File: config.mk
export PLATFORM = sky130hd
export DESIGN_NAME = scan_reg_bank
export DESIGN_NICKNAME = d
export VERILOG_FILES = /design/src/rtl/scan_pkg.sv /design/src/rtl/scan_shift_reg.sv /design/src/rtl/scan_reg_bank.sv
export SDC_FILE = /design/constraint.sdc
export NUM_CORES = 1
export LEC_CHECK = 0
export CORE_MARGIN = 3
export CORE_UTILIZATION = 40
export DETAILED_ROUTE_END_ITERATION = 7
export PLACE_DENSITY = 0.67
export SLEW_MARGIN = 30
export SYNTH_ARGS = -nofsm -noshare
export SYNTH_HDL_FRONTEND = slang
export SYNTH_SLANG_ARGS = --single-unit
export TNS_END_PERCENT = 5
File: constraint.sdc
create_clock -name Clk -period 1.3 [get_ports Clk]
set_input_delay 0.26 -clock Clk [delete_from_list [all_inputs] [get_ports Clk]]
set_output_delay 0.26 -clock Clk [all_outputs]
set_load 0.01 [all_outputs]
File: src/rtl/scan_pkg.sv
// Shared types and helpers for the scan register bank.
//   scan_state_t : scan controller states (FUNC, CAPTURE, SHIFT, UPDATE)
//   cnt_w()      : width of the saturating shift counter for a given chain length
package scan_pkg;

    localparam logic [1:0] ST_FUNC    = 2'd0;
    localparam logic [1:0] ST_CAPTURE = 2'd1;
    localparam logic [1:0] ST_SHIFT   = 2'd2;
    localparam logic [1:0] ST_UPDATE  = 2'd3;

    typedef enum logic [1:0] {
        FUNC    = ST_FUNC,
        CAPTURE = ST_CAPTURE,
        SHIFT   = ST_SHIFT,
        UPDATE  = ST_UPDATE
    } scan_state_t;

    // Counter must reach WIDTH+1 (saturation value), so it needs WIDTH+2 codes.
    function automatic int cnt_w(input int width);
        return $clog2(width + 2);
    endfunction

endpackage

File: src/rtl/scan_shift_reg.sv
// Shadow scan chain with parallel capture and right shift, plus a saturating
// shift counter that reports whether exactly WIDTH shifts have occurred.
// Ports:
//   Clk, Clr    : clock, synchronous active-high clear
//   cap_i       : parallel load par_i into shadow, clear the counter
//   shift_i     : shift right, tdi_i into the MSB, count one shift
//   par_i       : parallel capture data
//   tdi_i       : serial input
//   shadow_o    : shadow register contents (bit 0 drives tdo)
//   len_ok_o    : shift count equals WIDTH
module scan_shift_reg
    import scan_pkg::*;
#(
    parameter int WIDTH = 3
) (
    input  logic             Clk,
    input  logic             Clr,
    input  logic             cap_i,
    input  logic             shift_i,
    input  logic [WIDTH-1:0] par_i,
    input  logic             tdi_i,
    output logic [WIDTH-1:0] shadow_o,
    output logic             len_ok_o
);

    localparam int CW = cnt_w(WIDTH);
    localparam logic [CW-1:0] CNT_FULL = CW'(WIDTH);
    localparam logic [CW-1:0] CNT_SAT  = CW'(WIDTH + 1);

    logic [WIDTH-1:0] shadow_q, shadow_d;
    logic [CW-1:0]    cnt_q, cnt_d;

    always_comb begin
        shadow_d = shadow_q;
        cnt_d    = cnt_q;
        if (cap_i) begin
            shadow_d = par_i;
            cnt_d    = '0;
        end else if (shift_i) begin
            if (WIDTH > 1) shadow_d = {tdi_i, shadow_q[WIDTH-1:1]};
            else           shadow_d = tdi_i;
            // Saturate one past WIDTH so any over-length sequence stays "not ok".
            if (cnt_q != CNT_SAT) cnt_d = cnt_q + 1'b1;
        end
    end

    always_ff @(posedge Clk) begin
        if (Clr) begin
            shadow_q <= '0;
            cnt_q    <= '0;
        end else begin
            shadow_q <= shadow_d;
            cnt_q    <= cnt_d;
        end
    end

    assign shadow_o = shadow_q;
    assign len_ok_o = (cnt_q == CNT_FULL);

endmodule

File: src/rtl/scan_reg_bank.sv
// WIDTH functional output flops with a TAP-style shadow scan chain.
// A single mode pin (tms) steps FUNC -> CAPTURE -> SHIFT* -> UPDATE -> FUNC.
// Ports:
//   Clk, Clr  : clock, synchronous active-high clear (priority over all)
//   d, en     : functional next-state data and load enable (FUNC only)
//   tms, tdi  : scan mode select and serial input
//   q         : functional register outputs
//   tdo       : serial output (shadow bit 0, so q[0] emerges first)
//   scan_busy : controller is outside FUNC
//   len_err   : sticky; a shift sequence of length != WIDTH was seen
module scan_reg_bank
    import scan_pkg::*;
#(
    parameter int WIDTH     = 3,
    parameter bit UPDATE_EN = 1'b1,
    parameter bit RESET_VAL = 1'b0
) (
    input  logic             Clk,
    input  logic             Clr,
    input  logic [WIDTH-1:0] d,
    input  logic             en,
    input  logic             tms,
    input  logic             tdi,
    output logic [WIDTH-1:0] q,
    output logic             tdo,
    output logic             scan_busy,
    output logic             len_err
);

    scan_state_t      state_q;
    logic [WIDTH-1:0] q_q;
    logic             busy_q;
    logic             len_err_q;
    logic [WIDTH-1:0] shadow;
    logic             len_ok;
    logic             cap, shift;

    assign cap   = (state_q == CAPTURE);
    assign shift = (state_q == SHIFT) && tms;

    scan_shift_reg #(.WIDTH(WIDTH)) u_chain (
        .Clk      (Clk),
        .Clr      (Clr),
        .cap_i    (cap),
        .shift_i  (shift),
        .par_i    (q_q),
        .tdi_i    (tdi),
        .shadow_o (shadow),
        .len_ok_o (len_ok)
    );

    // Single FSM block; scan_busy is registered alongside the next state.
    always_ff @(posedge Clk) begin
        if (Clr) begin
            state_q   <= FUNC;
            q_q       <= {WIDTH{RESET_VAL}};
            busy_q    <= 1'b0;
            len_err_q <= 1'b0;
        end else begin
            case (state_q)
                FUNC: begin
                    if (en) q_q <= d;
                    if (tms) begin
                        state_q <= CAPTURE;
                        busy_q  <= 1'b1;
                    end
                end
                CAPTURE: begin
                    state_q <= SHIFT;
                    busy_q  <= 1'b1;
                end
                SHIFT: begin
                    if (!tms) state_q <= UPDATE;
                    busy_q <= 1'b1;
                end
                UPDATE: begin
                    if (len_ok) begin
                        if (UPDATE_EN) q_q <= shadow;
                    end else begin
                        len_err_q <= 1'b1;
                    end
                    state_q <= FUNC;
                    busy_q  <= 1'b0;
                end
                default: begin
                    state_q <= FUNC;
                    busy_q  <= 1'b0;
                end
            endcase
        end
    end

    assign q         = q_q;
    assign tdo       = shadow[0];
    assign scan_busy = busy_q;
    assign len_err   = len_err_q;

endmodule

==> results of run 1 <==
## cell type report
class                      instances  area (sq um)
inverter                           5          23.8
sequential                        13           270
fill                             136           583
timing repair buffer              17           155
multi-input combinational         57           498
tap                               16          20.0
clock buffer                       4          26.3
## flip-flops by register name, indices dropped and copies added, names as in the netlist
signal            flops
q                     3
u_chain.cnt_q         3
u_chain.shadow_o      3
state_q               2
len_err               1
scan_busy             1
## kinds of logic (layout without fill, tap and decap cells)
logic type                 count (synthesis)  after routing  share of synthesized area (%)
adders and majority gates                  8              8                           14.2
AOI/OAI and AO/OA                         17             17                           13.8
DFF                                       13             13                           36.9
and+or+nand+nor                           26             26                           21.8
buffers and inverters                      7             26                           4.79
muxes                                      6              6                           8.51
## where the power goes
group	leakage [nW]	switching (W)	internal (W)
Combinational	0.285	0.000352	0.000388
Sequential	0.109	0.000107	0.000510
Clock	0.0150	0.000140	0.000119
Total	0.408	0.000599	0.00102
## per-stage QoR
stage	area (sq um)	setup TNS [ps]
4_1_cts	905	-418
2_1_floorplan	717	0
6_report	993	-65.5
3_5_place_dp	882	-2020
3_3_place_gp	882	-1590
5_1_grt	993	-466
## worst paths after layout
kind                                              start  slack, ps              endpoint
worst max-delay path            state_q[1]$_SDFFE_PP0P_        -30     q[1]$_SDFFE_PP0P_
worst min-delay path               len_err$_SDFFE_PP0P_        460  len_err$_SDFFE_PP0P_
worst max register to register  state_q[1]$_SDFFE_PP0P_        -30     q[1]$_SDFFE_PP0P_
worst min register to register     len_err$_SDFFE_PP0P_        460  len_err$_SDFFE_PP0P_
## routing by layer
layer | part of all wire (%) | up-vias | GRT usage [%] | wire (microns)
li1 | - | 305 | - | -
met1 | 42 | 291 | 16.4 | 663
met2 | 51 | 17 | 21.1 | 809
met3 | 5.4 | 4 | 5.26 | 86
met4 | 1.3 | 0 | 4.84 | 20
met5 | 0 | - | 0 | 0
## layout by cell type (no fill, tap or decap)
cell type        netlist  layout
nor2_1                 6       6
nand2_4                0       1
or3_1                  4       4
buf_4                  0       4
a21oi_1                6       3
o21ai_0                6       6
clkbuf_1               1       1
inv_1                  5       3
nor3_1                 3       3
and2_4                 0       1
clkbuf_4               0       3
a211oi_1               5       3
inv_4                  0       2
clkdlybuf4s50_1        0       6
nor2b_1                3       3
or3b_4                 0       1
ha_2                   0       2
a21oi_2                0       3
dfxtp_1               13       9
mux2i_1                6       5
dfxtp_4                0       2
dfxtp_2                0       2
or2_2                  2       2
ha_1                   8       3
mux2i_4                0       1
and3_1                 3       3
nor2b_4                1       1
ha_4                   0       3
nand2b_1               1       1
dlymetal6s2s_1         0       1
dlygate4sd2_1          0       6
a211oi_2               0       2
## repair_timing
| item | CTS | global route |
|---|---|---|
| hold buffers | 0 | 0 |
| pin swaps | 0 | 9 |
| gates resized for setup | 8 | 22 |
| endpoints found under the setup margin | 13 | 11 |
## critical path: cells and delay by family, from the launching register on
kind / cells / cell delay [ps]
multiplexers: 1 / 200
flip-flops: 1 / 400
AO/OA/AOI/OAI: 1 / 130
AND/OR/NAND/NOR: 1 / 310
adder cells (fa/ha/maj): 1 / 170
buffers and inverters: 1 / 50
==> out/qor.csv, run 1 <==
metric;value;unit
Primary FF master, synth;dfxtp_1;
pre-CTS setup slack;-285;ps
total of warnings raised by yosys;0;
Worst path max stage delay;400;ps
CTS buffer count;3;
die span in x;48;microns
worst slew pin tran;267;ps
Hold Path Cell Cnt;2;
maxcap violations;0;
commonest cells in the synthesized netlist;dfxtp_1 (13), ha_1 (8);
outcome;finished, violations left;
Slew HR;82.2;%
Starting Density;44.8;%
CP Cell Sequence;inv_4, ha_4, mux2i_4, or3_1, a21oi_1;
Unique masters post-synth;20;
Reg2Reg Depth;5;
GRT Total Usage;13.4;%
PnR Total Power;0.00162;W
antenna viol nets, final;0;
die area;2300;sq um
Peak Freq;0.754;GHz
synthesis-stage register bit count;13;
failing checks;setup timing;
post-route DRC violation count;0;
first-pass GRT wire length;2.15;mm
Synth Net Count;93;
layout cells sized above 1;31.3;%
Lkg Pwr;0.408;nW
die height;48;microns
Avg Inst Size Synth;9.16;sq um
Worst EP required;1510;ps
Cells after Synth;77;
Clock Tree Buf Depth;2;
Final GP Congestion;0.830;
vias in the first global route;501;
sequential fraction of the synthesis area;36.9;%
Final #Nets;113;
initial antenna violation count;0;
area leader, netlist;dfxtp_1;
area growth from synthesis to layout;40.8;%
average vias per placed instance;5.51;
Placed Cells;108;
# rows;14;
setup bufs post-CTS;0;
area fraction of the dominant cell type after synthesis;36.9;%
clk sinks;13;
CP Data Arrival Time;1540;ps
io pins;14;
Max Slew Vio Count;0;
wire per inst;14.1;microns
WS Path Type;flip-flop to flip-flop;
CTS H-Tree Depth;1;
final core area utilization;63.0;%
final hold viol count;0;
grt total ovfl;0;
Tcrit/Tclk final;102;%
critical path capture point type;flip-flop;
RSZ-0062 raised after global routing;true;
PwrDens;1630;nW/um^2
fin crit period;1330;ps
Setup-failing EPs final;5;
Clock Latency Late Sink;280;ps
core footprint;1580;sq um
Buffers on Ports;13;
pin count of the biggest net entering global routing;11;
ANT cells;0;
drt pass-1 iters;4;
clock skew;6.01;ps
CP startpoint kind;flip-flop;
drt total wl;1.58;mm
Clk Tree Root Cell;clkbuf_4;
top-count cell post-synth;dfxtp_1;
CP max FO;6;
Post-synth ARST share;0;%
VDD IR max;0.883;mV
Slowest-stage cell, CP;dfxtp_4;
final worst slack;-26.0;ps
Post-DP HPWL;1.08;mm
largest cells by area after synthesis;dfxtp_1 (37%), ha_1 (14%), mux2i_1 (8.5%);
TritonCTS clock tree;done;
number of synthesized flops with an enable pin;0;
non-filler cells, final;112;
Via Count;617;
Worst Hold Class;flip-flop to flip-flop;
Hold Slack;464;ps
post-synthesis cell area;706;sq um
initial drt markers;11;
CTS clk-pin slew, worst paths;90;ps
(Power assumes the default switching activity.)
==> run 2, diff against run 1 <==
CORE_MARGIN = unset   (was 3)
CORE_UTILIZATION = 44   (was 40)
PLACE_DENSITY = 0.73   (was 0.67)
SLEW_MARGIN = 15   (was 30)
==> out/qor.csv, run 2 (synthesis results as in run 1) <==
metric;value;unit
wire per inst;14.1;microns
die area;1770;sq um
Slowest-stage cell, CP;dfxtp_4;
Placed Cells;109;
VDD IR max;0.952;mV
Cell Area, Placed;890;sq um
sequential power share;37.4;%
Combinational Power Share;47.1;%
PwrDens;1610;nW/um^2
average vias per placed instance;5.27;
Buffers on Ports;13;
CTS buffer count;3;
Starting Density;46.8;%
pin count of the biggest net entering global routing;11;
CP max FO;6;
final hold viol count;0;
P_sw;0.000596;W
failing checks;setup timing;
Worst path max stage delay;390;ps
RSZ-0062 raised after global routing;true;
Reg2Reg Depth;6;
Final GP Congestion;0.753;
CTS clk-pin slew, worst paths;80;ps
initial drt markers;7;
clock group share of total power;15.5;%
Worst EP required;1470;ps
Max Slew Vio Count;0;
CTS H-Tree Depth;1;
area taken by multi-input logic gates;489;sq um
Setup-failing EPs final;8;
Final #Nets;117;
die span in x;42.0;microns
Clk Tree Root Cell;clkbuf_4;
critical path capture point type;flip-flop;
Peak Freq;0.739;GHz
initial antenna violation count;0;
Tcrit/Tclk final;104;%
TritonCTS clock tree;done;
ANT cells;0;
drt total wl;1.63;mm
CP startpoint;state_q[1]$_SDFFE_PP0P_;
Via Count;611;
Post-DP HPWL;1.04;mm
Slew HR;82.1;%
clock skew;3.69;ps
CP Data Arrival Time;1520;ps
Sequential Area;270;sq um
reg2reg end;u_chain.cnt_q[1]$_SDFFE_PP0P_;
clk sinks;13;
most frequent cells in the layout;dfxtp_1 (9), clkdlybuf4s50_1 (7);
CP Cell Sequence;buf_6, ha_4, nand2_4, dlymetal6s2s_1, o21ai_0, a21oi_2;
layout cells sized above 1;30.0;%
core footprint;1510;sq um
filler instances;134;
fin crit period;1350;ps
# rows;14;
CP startpoint kind;flip-flop;
switching share of power;36.3;%
outcome;finished, violations left;
post-route cell area;1020;sq um
first-pass GRT wire length;2.27;mm
die height;42.0;microns
P_int;0.00104;W
WS Path Type;flip-flop to flip-flop;
maxcap violations;0;
GRT Total Usage;17.4;%
Lkg Pwr;0.414;nW
launching point of the worst reg2reg path;state_q[1]$_SDFFE_PP0P_;
worst slew pin tran;262;ps
post-route DRC violation count;0;
drt pass-1 iters;4;
Clock Tree Buf Depth;2;
commonest non-fill, non-tap cell in the layout;dfxtp_1;
Worst Hold Class;flip-flop to flip-flop;
Clock Latency Late Sink;280;ps
hold_buf cts;0;
io pins;14;
grt total ovfl;0;
crit path capture;u_chain.cnt_q[1]$_SDFFE_PP0P_;
vias in the first global route;524;
final worst slack;-52.4;ps
antenna viol nets, final;0;
non-filler cells, final;116;
area growth from synthesis to layout;44.0;%
Hold Path Cell Cnt;2;
Worst R2R Setup Slack;-50;ps
PnR Total Power;0.00164;W
## run 2: area by class of cell
type / instances / area share, %
clock buffer: 4 / 2.59
sequential: 13 / 26.6
tap: 16 / 1.97
timing repair buffer: 21 / 18.8
inverter: 5 / 1.85
multi-input combinational: 57 / 48.2
## run 2: worst max-delay path, delay by kind of cell (launching register included)
kind / cells / cell delay (ps)
AOI/OAI and AO/OA: 2 / 320
adders and majority gates: 1 / 160
buffers and inverters: 2 / 310
DFF: 1 / 390
and+or+nand+nor: 1 / 70
## run 2: metrics by stage
stage | util [%] | TNS [ps] | setup WS (ps) | hold WS (ps)
after floorplan | - | 0 | 11.4 | 444
after global placement | 59.1 | -1550 | -217 | 448
after detailed placement | 59.1 | -1880 | -243 | 465
after CTS | 60.6 | -363 | -86.9 | 478
after global routing | 67.4 | -754 | -147 | 516
final | 67.4 | -200 | -52.4 | 465
## run 2: layer usage
layer  wire length, microns  GRT usage [%]
met5                      0              0
met4                     52           9.38
met3                     53           5.17
met2                    807           26.6
met1                    718           22.1
## run 2: power by group through the flow
stage                     logic (W)  clock network (W)  registers (W)
after floorplan            0.000399                  0       0.000590
after global placement     0.000635                  0       0.000584
after detailed placement   0.000653                  0       0.000588
after CTS                  0.000634           0.000256       0.000579
after global routing       0.000839           0.000278       0.000625
final                      0.000772           0.000254       0.000614
## run 2: worst min path at each step
stage,start,endpoint
4_1_cts,len_err$_SDFFE_PP0P_,len_err$_SDFFE_PP0P_
2_1_floorplan,Clr,u_chain.cnt_q[0]$_SDFFE_PP0P_
3_3_place_gp,len_err$_SDFFE_PP0P_,len_err$_SDFFE_PP0P_
6_report,len_err$_SDFFE_PP0P_,len_err$_SDFFE_PP0P_
5_1_grt,u_chain.cnt_q[2]$_SDFFE_PP0P_,u_chain.cnt_q[2]$_SDFFE_PP0P_
3_5_place_dp,len_err$_SDFFE_PP0P_,len_err$_SDFFE_PP0P_
## run 2: timing repair
item                                    in CTS  in global routing
gates cloned                                 0                  0
pin swaps                                    1                  8
buffers inserted                             0                  3
endpoints found under the setup margin      14                 11
gates resized for setup                      8                 18
